**config.mk**
```make
export PLATFORM = sky130hd
export DESIGN_NAME = led_pattern_gen
export DESIGN_NICKNAME = d
export VERILOG_FILES = /design/src/rtl/led_pattern_gen.sv
export SDC_FILE = /design/constraint.sdc
export NUM_CORES = 1
export LEC_CHECK = 0
export BUFFER_PORTS_ARGS = -buffer_cell sky130_fd_sc_hd__buf_2
export CAP_MARGIN = 25
export CORE_UTILIZATION = 55
export DETAILED_ROUTE_END_ITERATION = 8
export PLACE_DENSITY = 0.73
export SKIP_CTS_REPAIR_TIMING = 1
export SLEW_MARGIN = 20
export SYNTH_ARGS = -nofsm -noshare
export SYNTH_HDL_FRONTEND = slang
export SYNTH_SLANG_ARGS = --single-unit
```
**constraint.sdc**
```tcl
create_clock -name CLK -period 4.8 [get_ports CLK]
set_clock_uncertainty 0.1 [all_clocks]
set_input_delay 1.2 -clock CLK [delete_from_list [all_inputs] [get_ports CLK]]
set_output_delay 1.2 -clock CLK [all_outputs]
set_load 0.02 [all_outputs]
```
**src/rtl/led_pattern_gen.sv**
```systemverilog
// LED pattern generator: count-up/down, rotate and bounce patterns stepped at a runtime period.
// New period/mode are taken over a valid/ready handshake and applied only on a step boundary.
module led_pattern_gen #(
  parameter int          WIDTH          = 8,
  parameter int          CNT_WIDTH      = 32,
  parameter int unsigned DEFAULT_PERIOD = 1024
) (
  input  logic                 CLK,
  input  logic                 RST,
  input  logic                 enable,
  input  logic                 cfg_valid,
  output logic                 cfg_ready,
  input  logic [CNT_WIDTH-1:0] cfg_period,
  input  logic [1:0]           cfg_mode,
  output logic [WIDTH-1:0]     LED,
  output logic                 tick,
  output logic [1:0]           cur_mode
);

  // dir  | meaning
  // UP   | bounce moving toward the MSB
  // DN   | bounce moving toward bit 0
  localparam logic       DIR_UP = 1'b0;
  localparam logic       DIR_DN = 1'b1;

  localparam logic [1:0] MODE_UP  = 2'd0;
  localparam logic [1:0] MODE_DN  = 2'd1;
  localparam logic [1:0] MODE_ROT = 2'd2;

  localparam logic [WIDTH-1:0]     LED_ONE  = WIDTH'(1);
  localparam logic [CNT_WIDTH-1:0] CNT_ONE  = CNT_WIDTH'(1);
  localparam logic [CNT_WIDTH-1:0] PER_RST  = CNT_WIDTH'(DEFAULT_PERIOD);

  logic [CNT_WIDTH-1:0] count;
  logic [CNT_WIDTH-1:0] period_q;
  logic [CNT_WIDTH-1:0] pend_period;
  logic [1:0]           pend_mode;
  logic                 pend_v;
  logic                 dir;
  logic                 accept;
  logic                 wrap;
  logic                 apply;
  logic [WIDTH-1:0]     step_led;
  logic                 step_dir;
  logic [WIDTH-1:0]     seed_led;

  assign cfg_ready = ~pend_v;
  assign accept    = cfg_valid & ~pend_v;
  assign wrap      = enable & (count == (period_q - CNT_ONE));
  // A pending config is applied at the next wrap, or at once while frozen.
  assign apply     = pend_v & (wrap | ~enable);

  always_comb begin
    step_led = LED;
    step_dir = dir;
    case (cur_mode)
      MODE_UP:  step_led = LED + LED_ONE;
      MODE_DN:  step_led = LED - LED_ONE;
      MODE_ROT: step_led = (LED << 1) | (LED >> (WIDTH - 1));
      default: begin
        if (WIDTH > 1) begin
          if (dir == DIR_UP) begin
            step_led = LED << 1;
            if (step_led[WIDTH-1]) step_dir = DIR_DN;
          end else begin
            step_led = LED >> 1;
            if (step_led[0]) step_dir = DIR_UP;
          end
        end
      end
    endcase
  end

  always_comb begin
    case (pend_mode)
      MODE_UP: seed_led = '0;
      MODE_DN: seed_led = '1;
      default: seed_led = LED_ONE;
    endcase
  end

  always_ff @(posedge CLK) begin
    if (RST) begin
      count       <= '0;
      period_q    <= PER_RST;
      cur_mode    <= MODE_UP;
      LED         <= '0;
      dir         <= DIR_UP;
      tick        <= 1'b0;
      pend_v      <= 1'b0;
      pend_period <= PER_RST;
      pend_mode   <= MODE_UP;
    end else begin
      tick <= 1'b0;
      if (accept) begin
        pend_v      <= 1'b1;
        pend_period <= (cfg_period == '0) ? CNT_ONE : cfg_period;
        pend_mode   <= cfg_mode;
      end
      if (apply) begin
        period_q <= pend_period;
        cur_mode <= pend_mode;
        count    <= '0;
        LED      <= seed_led;
        dir      <= DIR_UP;
        pend_v   <= 1'b0;
        tick     <= 1'b1;
      end else if (wrap) begin
        count <= '0;
        LED   <= step_led;
        dir   <= step_dir;
        tick  <= 1'b1;
      end else if (enable) begin
        count <= count + CNT_ONE;
      end
    end
  end

endmodule

```
==> results of run 1 <==
==> cell usage in the layout (no fill, tap or decap), types with 9 or more instances in the layout <==
| master | n |
|---|---|
| xnor2_1 | 52 |
| buf_2 | 49 |
| nand4_1 | 16 |
| and3_1 | 13 |
| nor4_1 | 15 |
| nor2_1 | 102 |
| a211oi_1 | 9 |
| mux2i_1 | 36 |
| dfxtp_1 | 111 |
| nor3_1 | 24 |
| clkbuf_8 | 9 |
| nand3_1 | 20 |
| a21oi_1 | 43 |
| xor2_1 | 31 |
| inv_1 | 20 |
| nand2_1 | 99 |
==> final cells by class <==
cell class	instances	area share, %
Inverter	20	1.16
Tap cell	136	2.62
Clock inverter	7	1.45
Multi-Input combinational cell	559	53.9
Clock buffer	9	1.91
Timing Repair Buffer	56	4.71
Sequential cell	111	34.3
==> cells by family after synthesis <==
kind of cell / after synthesis
xor+xnor: 83
buf+inv: 59
flops: 111
compound gates: 93
fa+ha+maj: 9
simple gates: 337
mux: 37
==> path summary, 6_finish.rpt <==
path / startpoint / to / slack (ns)
max: period_q[11] / count[18] / 0.71
min: pend_period[29] / pend_period[29] / 0.36
max reg2reg: period_q[11] / count[18] / 0.71
min reg2reg: pend_period[29] / pend_period[29] / 0.36
==> power groups by stage <==
stage / Clock (W) / Combinational [W] / Sequential, W
floorplan: 0 / 0.000169 / 0.000993
global placement: 0 / 0.000215 / 0.000998
detailed placement: 0 / 0.000223 / 0.000999
CTS: 0.000617 / 0.000224 / 0.000978
global route: 0.000648 / 0.000248 / 0.000984
finish: 0.000604 / 0.000224 / 0.000979
==> through the flow <==
step	total power (W)	hold WS, ns	std cells	area [um2]
finish	0.00181	0.365	898	6480
global route	0.00188	0.377	898	6480
CTS	0.00182	0.365	898	6480
detailed placement	0.00122	0.347	882	6270
global placement	0.00121	0.344	881	6250
floorplan	0.00116	0.335	729	6020
==> worst max-delay path: stages (launching register included) <==
cell	delay [ns]
dfxtp_1	0.40
or4_1	0.71
or4_1	0.60
nor4_1	0.33
xnor2_1	0.17
o211ai_1	0.12
or4_4	0.55
o31a_4	0.44
nand2b_1	0.09
buf_4	0.34
nor2_1	0.11
==> per-layer routing <==
metal | share of wire [%] | wire (um)
met4 | 1.2 | 164
met2 | 48 | 6590
met5 | 0 | 0
met3 | 3.9 | 538
met1 | 47 | 6510
==> registers in the layout (all words and copies together), names as in the netlist <==
signal       cells
LED              8
count           32
dir              1
pend_period     32
period_q        32
pend_mode        2
cur_mode         2
tick             1
pend_v           1
==> flow_summary.toml, run 1 <==
[cells_and_area]
area_growth_pct = 7.80
drive_gt1_share_pct = 11.5
multi_input_area_um2 = 3490
fillers = 969
register_area_um2 = 2220
utilization_pct = 62.0
num_antenna_cells = 0
fin_nets = 804

[place]
port_buffers = 49
dp_hpwl_mm = 10.2
place_ws_ns = 0.753
gp_congestion = 0.919

[floorplan]
fp.dieH_um = 107
dieArea_um2 = 11400
io_pins = 50
initial_utilization_pct = 57.5
core_area_um2 = 10500
rows = 37
chipWidth_um = 107

[power]
power_frac_seq_pct = 54.2
power_switching_w = 0.000549
netSwitchingFraction_pct = 30.4
powerDensity_nw_per_um2 = 279
p_int_w = 0.00126
p_clk_share_pct = 33.4
p_leak_nw = 2.48
power_frac_comb_pct = 12.4
peakVddDrop_mv = 0.225

[timing]
tightest_slew_ns = 0.926
timing.final.max_slew_violations = 0
finalSetupTns_ns = 0
min_period_ns = 4.09
relSlewSlack_pct = 37.7
finalCritPeriodShare_pct = 85.3
rsz0062_at_grt = "false"
finalSetupViolCount = 0
fmax_ghz = 0.244
timing.final.ws_setup_ns = 0.707
finalHoldViolCount = 0

[logic_synthesis]
ys.flop_type = "dfxtp_1"
yosys.area_share.simple_pct = 27.2
yosys-top-cells-count = "dfxtp_1 (111), nor2_1 (102), nand2_1 (99)"
synth_compound_area_share_pct = 10.6
synth.largest_area_cell = "dfxtp_1"
synth_edf_count = 0
synth-seq-cells = 111
synth_cell_types = 62
syn_nets = 776
synth_area_leaders = "dfxtp_1 (37%), xnor2_1 (7.6%), nor2_1 (6.4%), nand2_1 (6.2%), mux2i_1 (6.0%)"
yosysMostFrequentCell = "dfxtp_1"
synth-seq-area-share_pct = 36.9
synthAdderAreaFrac_pct = 2.00
yosysWarnings = 0
netlist_instances = 729
synth_top_area_share_pct = 36.9
syn-cell-area_um2 = 6020
muxShareOfSynthArea_pct = 6.18
yosys.area_share.xor_xnor_pct = 12.1
synth_top_family_by_area = "simple AND/OR/NAND/NOR gates"
syn-mean-instance-area_um2 = 8.25
async_flop_share_pct = 0

[clock_network]
path_clk_slew_ns = 0.13
cts_buffers = 9
cts_root_buffer = "clkbuf_8"
htreeDepth = 3
cts_max_path_buffers = 2
clock_latency_ns = 0.40
clkSinkCount = 111
tritoncts = "done"

[detailed_routing]
drc = 0
wl_mm = 13.8
wl_per_cell_um = 15.4
vias = 5163
drt.antenna.violating_nets = 0
drt_iter0_drc = 296
routed_via_density = 5.75
drt_first_pass_iters = 8

[setup_path]
worstPathRequired_ns = 4.97
arrival_ns = 4.27
startpoint_type = "register"
cp_max_fo = 32
cp-end-kind = "register"
r2r_cells = 10
crit_type = "reg -> reg"

[grt]
met3_usage_pct = 4.74
grt-busiest-layer = "met2"
track_usage_pct = 25.8
grt_pass1_vias = 4985
use_met1_pct = 34.1
grt_pass1_wl_mm = 23.5
antenna_found_initial = 0
grt_max_degree = 52
use_met2_pct = 43.0
grt-ovfl-total = 0

[hold_path]
hold_class = "reg -> reg"
hold_depth = 2

[flow_run]
max_cap_violations = 0

[run_status]
status = "finished clean"
Power figures use the tool's default switching activity.
==> run 2, diff against run 1 <==
--- a/config.mk
+++ b/config.mk
@@ -7,6 +7,7 @@
 export LEC_CHECK = 0
 export BUFFER_PORTS_ARGS = -buffer_cell sky130_fd_sc_hd__buf_2
 export CAP_MARGIN = 25
+export CORE_MARGIN = 4
 export CORE_UTILIZATION = 55
 export DETAILED_ROUTE_END_ITERATION = 8
 export PLACE_DENSITY = 0.73
==> run 2 against run 1 <==
Against the previous run: sequential power is essentially flat; sequential share of layout area is essentially flat; routed wire length shrank 0.88%.
==> flow_summary.toml, run 2 (synthesized netlist as in run 1, its figures left out) <==
[run_status]
status = "finished clean"

[setup_path]
worstPathRequired_ns = 4.96
cp-end-kind = "register"
critical_path_buf_inv_count = 1
path_cells = "or4_1 > or4_1 > nor4_1 > xnor2_1 > o211ai_1 > or4_4 > o31ai_4 > buf_4 > mux2i_1 > nor2_1"
critPathTopFamily = "simple AND/OR/NAND/NOR gates"
crit_slowest_cell = "or4_1"
rrSetupSlack_ns = 0.78
cpPeakStageDelay_ns = 0.70
crit_type = "reg -> reg"
startpoint_type = "register"
arrival_ns = 4.18
cp_max_fo = 21
r2r-start = "period_q[11]"
crit_top_cell = "or4_1"
crit_start = "period_q[11]"

[power]
peakVddDrop_mv = 0.227
p_leak_nw = 2.48
powerDensity_nw_per_um2 = 274

[timing]
finalSetupViolCount = 0
min_period_ns = 4.02
relSlewSlack_pct = 38.2
fmax_ghz = 0.249
tightest_slew_ns = 0.918
rsz0062_at_grt = "false"
timing.final.max_slew_violations = 0
finalSetupTns_ns = 0
finalHoldViolCount = 0
finalCritPeriodShare_pct = 83.8

[clock_network]
cts_buffers = 9
htreeDepth = 3
clkSinkCount = 111
clock_latency_ns = 0.39
cts_root_buffer = "clkbuf_8"
path_clk_slew_ns = 0.10
cts_max_path_buffers = 2
tritoncts = "done"

[detailed_routing]
wl_per_cell_um = 15.2
wl_mm = 13.7
drt.antenna.violating_nets = 0
drt_first_pass_iters = 5
drc = 0
routed_via_density = 5.77
drt_iter0_drc = 292
vias = 5181

[hold_path]
hold_class = "reg -> reg"
min_from = "pend_period[31]"

[cells_and_area]
utilization_pct = 61.6
area_growth_pct = 7.65
fin_nets = 804
multi_input_area_um2 = 3500
final_area_um2 = 6480
fillers = 955
register_area_um2 = 2220
final_common_cell = "dfxtp_1"
drive_gt1_share_pct = 11.5
reg_top3 = "count: 32 flops, pend_period: 32 flops, period_q: 32 flops"
layout_common_cells = "dfxtp_1 (111), nor2_1 (102), nand2_1 (99), xnor2_1 (52), buf_2 (49)"
num_antenna_cells = 0

[grt]
use_met2_pct = 36.9
grt_pass1_wl_mm = 23.4
antenna_found_initial = 0
grt-ovfl-total = 0
grt_pass1_vias = 4987
track_usage_pct = 22.1
met3_usage_pct = 5.28
use_met1_pct = 28.6
grt-busiest-layer = "met2"
grt_max_degree = 50

[place]
gp_congestion = 0.933
placed_area_um2 = 6270
dp_hpwl_mm = 10.4
port_buffers = 49

[floorplan]
chipWidth_um = 113
core_area_um2 = 10500
io_pins = 50
dieArea_um2 = 12700
initial_utilization_pct = 57.2
fp.dieH_um = 113
rows = 37

[flow_run]
max_cap_violations = 0
-- run 2: per-layer routing --
layer  wire length [um]  up-vias
met5                  0        -
met1               6200     2469
met4                156        0
met2               6620      120
met3                709       11
li1                   -     2581
-- run 2: cell type report --
| class | count | share of cell area [%] |
|---|---|---|
| Multi-Input combinational cell | 559 | 54.0 |
| Inverter | 20 | 1.16 |
| Clock inverter | 7 | 1.24 |
| Clock buffer | 9 | 1.91 |
| Timing Repair Buffer | 56 | 4.71 |
| Tap cell | 136 | 2.63 |
| Sequential cell | 111 | 34.3 |
-- run 2: power breakdown --
part | total, W | switching, W | internal (W)
sequential | 0.000978 | 0.0000297 | 0.000949
clock | 0.000575 | 0.000326 | 0.000248
combinational | 0.000223 | 0.000133 | 0.0000898
total | 0.00178 | 0.000489 | 0.00129
-- run 2: final timing paths --
check                     to  depth (start not counted)
max             period_q[11]                         10
min          pend_period[31]                          2
max reg2reg     period_q[11]                         10
min reg2reg  pend_period[31]                          2
-- run 2: worst min-delay path, stage by stage (launching register included) --
cell and delay [ns]:
dfxtp_1 0.32, nand2_1 0.05, a21oi_1 0.05
-- run 2: through the flow --
| step | power, W | cells | worst slack (ns) | hold slack (ns) |
|---|---|---|---|---|
| global placement | 0.00121 | 881 | 0.863 | 0.341 |
| global route | 0.00186 | 898 | 0.516 | 0.382 |
| detailed placement | 0.00122 | 882 | 0.815 | 0.346 |
| finish | 0.00178 | 898 | 0.778 | 0.360 |
| CTS | 0.00179 | 898 | 0.783 | 0.361 |
| floorplan | 0.00116 | 729 | 1.16 | 0.335 |
==> run 3, diff against run 2 <==
--- a/config.mk
+++ b/config.mk
@@ -8,9 +8,9 @@
 export BUFFER_PORTS_ARGS = -buffer_cell sky130_fd_sc_hd__buf_2
 export CAP_MARGIN = 25
 export CORE_MARGIN = 4
-export CORE_UTILIZATION = 55
+export CORE_UTILIZATION = 54
 export DETAILED_ROUTE_END_ITERATION = 8
-export PLACE_DENSITY = 0.73
+export PLACE_DENSITY = 0.75
 export SKIP_CTS_REPAIR_TIMING = 1
 export SLEW_MARGIN = 20
 export SYNTH_ARGS = -nofsm -noshare
==> constraint.sdc (replaced) <==
create_clock -name CLK -period 3.6 [get_ports CLK]
set_clock_uncertainty 0.1 [all_clocks]
set_input_delay 0.9 -clock CLK [delete_from_list [all_inputs] [get_ports CLK]]
set_output_delay 0.9 -clock CLK [all_outputs]
set_load 0.02 [all_outputs]
==> run 3 against run 2 <==
Against the previous run: die area grew 1.7%; largest power group unchanged; register-to-register slack lost 0.75 ns; non-clock buffer count rose by 37; critical path depth rose by 1; global-route usage up 1.2 points; cell area rose by 6.7%; highest routed layer unchanged; routed wire length grew 8.3%; final cell count grew 4.6%; sequential share of layout area decreased by 2.1 points.
==> flow_summary.toml, run 3 (synthesized netlist as in run 1, its figures left out) <==
[run_status]
status = "finished clean"

[setup_path]
worstPathRequired_ns = 3.77
rrSetupSlack_ns = 0.03
r2r-start = "period_q[11]"
cp_max_fo = 6
arrival_ns = 3.73
cp-end-kind = "register"
crit_start = "period_q[11]"
crit_type = "reg -> reg"
startpoint_type = "register"
r2r_cells = 11

[timing]
holdWs_ns = 0.362
min_period_ns = 3.57
tightest_slew_ns = 0.891
finalHoldViolCount = 0
fmax_ghz = 0.280
finalSetupViolCount = 0
timing.final.max_slew_violations = 0
finalCritPeriodShare_pct = 99.1
relSlewSlack_pct = 40.6

[floorplan]
core_area_um2 = 10900
chipWidth_um = 114
initial_utilization_pct = 55.3
io_pins = 50
rows = 38
dieArea_um2 = 12900
fp.dieH_um = 114

[clock_network]
htreeDepth = 3
path_clk_slew_ns = 0.11
cts_buffers = 9
cts_max_path_buffers = 2
clkSinkCount = 111
cts_root_buffer = "clkbuf_8"
tritoncts = "done"
clock_latency_ns = 0.39

[power]
power_w = 0.00239
p_leak_nw = 2.69
peakVddDrop_mv = 0.272
powerDensity_nw_per_um2 = 346

[grt]
grt_max_degree = 51
grt-ovfl-total = 0
grt_pass1_wl_mm = 24.7
antenna_found_initial = 0
grt_pass1_vias = 5352
track_usage_pct = 23.3

[detailed_routing]
drt_iter0_drc = 298
wl_mm = 14.8
vias = 5423
drt_first_pass_iters = 5
drt.antenna.violating_nets = 0
drc = 0
wl_per_cell_um = 15.8
routed_via_density = 5.78

[flow_run]
max_cap_violations = 0

[cells_and_area]
drive_gt1_share_pct = 18.0
multi_input_area_um2 = 3610
fillers = 929
register_area_um2 = 2220
utilization_pct = 63.5
fin_nets = 841
final_common_cell = "dfxtp_1"
area_growth_pct = 14.9
layout_common_cells = "dfxtp_1 (110), nor2_1 (101), nand2_1 (98), xnor2_1 (52), buf_2 (49)"
num_antenna_cells = 0
reg_top3 = "count: 32 flops, pend_period: 32 flops, period_q: 32 flops"
final_area_um2 = 6910

[hold_path]
hold_depth = 2
min_from = "pend_period[7]"
hold_class = "reg -> reg"

[place]
placed_area_um2 = 6550
dp_hpwl_mm = 11.0
gp_congestion = 0.885
port_buffers = 49
## run 3: layer usage
metal	GRT usage, %	routed length (um)	vias up
met5	0	0	-
met4	9.94	388	0
met3	3.66	646	31
met2	39.3	7250	144
met1	29.5	6530	2594
li1	-	-	2654
## run 3: stage by stage
stage | TNS [ns] | setup WS, ns | instances
final | 0 | 0.0325 | 939
after detailed placement | -2.18 | -0.0800 | 919
after CTS | -3.70 | -0.101 | 935
after global routing | -0.278 | -0.0337 | 939
after global placement | 0 | 0.000383 | 918
after floorplan | 0 | 0.0181 | 729
## run 3: layout make-up
class / count / area share [%]
well taps: 140 / 2.53
clock buffers: 11 / 2.19
flip-flops and latches: 111 / 32.2
inverters: 20 / 1.09
repair buffers: 93 / 9.07
clock inverters: 5 / 0.688
multi-input cells: 559 / 52.3
## run 3: critical path, cell delays in order, from the launching register on
cell,delay [ns]
dfxtp_2,0.34
or4_4,0.53
or4_4,0.61
nor2_4,0.14
xnor2_1,0.12
o2111ai_1,0.16
or4_4,0.60
o31ai_4,0.22
buf_4,0.16
buf_4,0.17
mux2i_1,0.22
nor2_1,0.07
## run 3: where the power goes
| group | switching, W | total, W | internal, W |
|---|---|---|---|
| Clock | 0.000435 | 0.000738 | 0.000303 |
| Combinational | 0.000199 | 0.000353 | 0.000154 |
| Sequential | 0.0000374 | 0.00130 | 0.00127 |
## run 3: worst paths after layout
check / end
setup / recovery: period_q[9]
hold / removal: pend_period[7]
setup reg to reg: period_q[9]
hold reg to reg: pend_period[7]
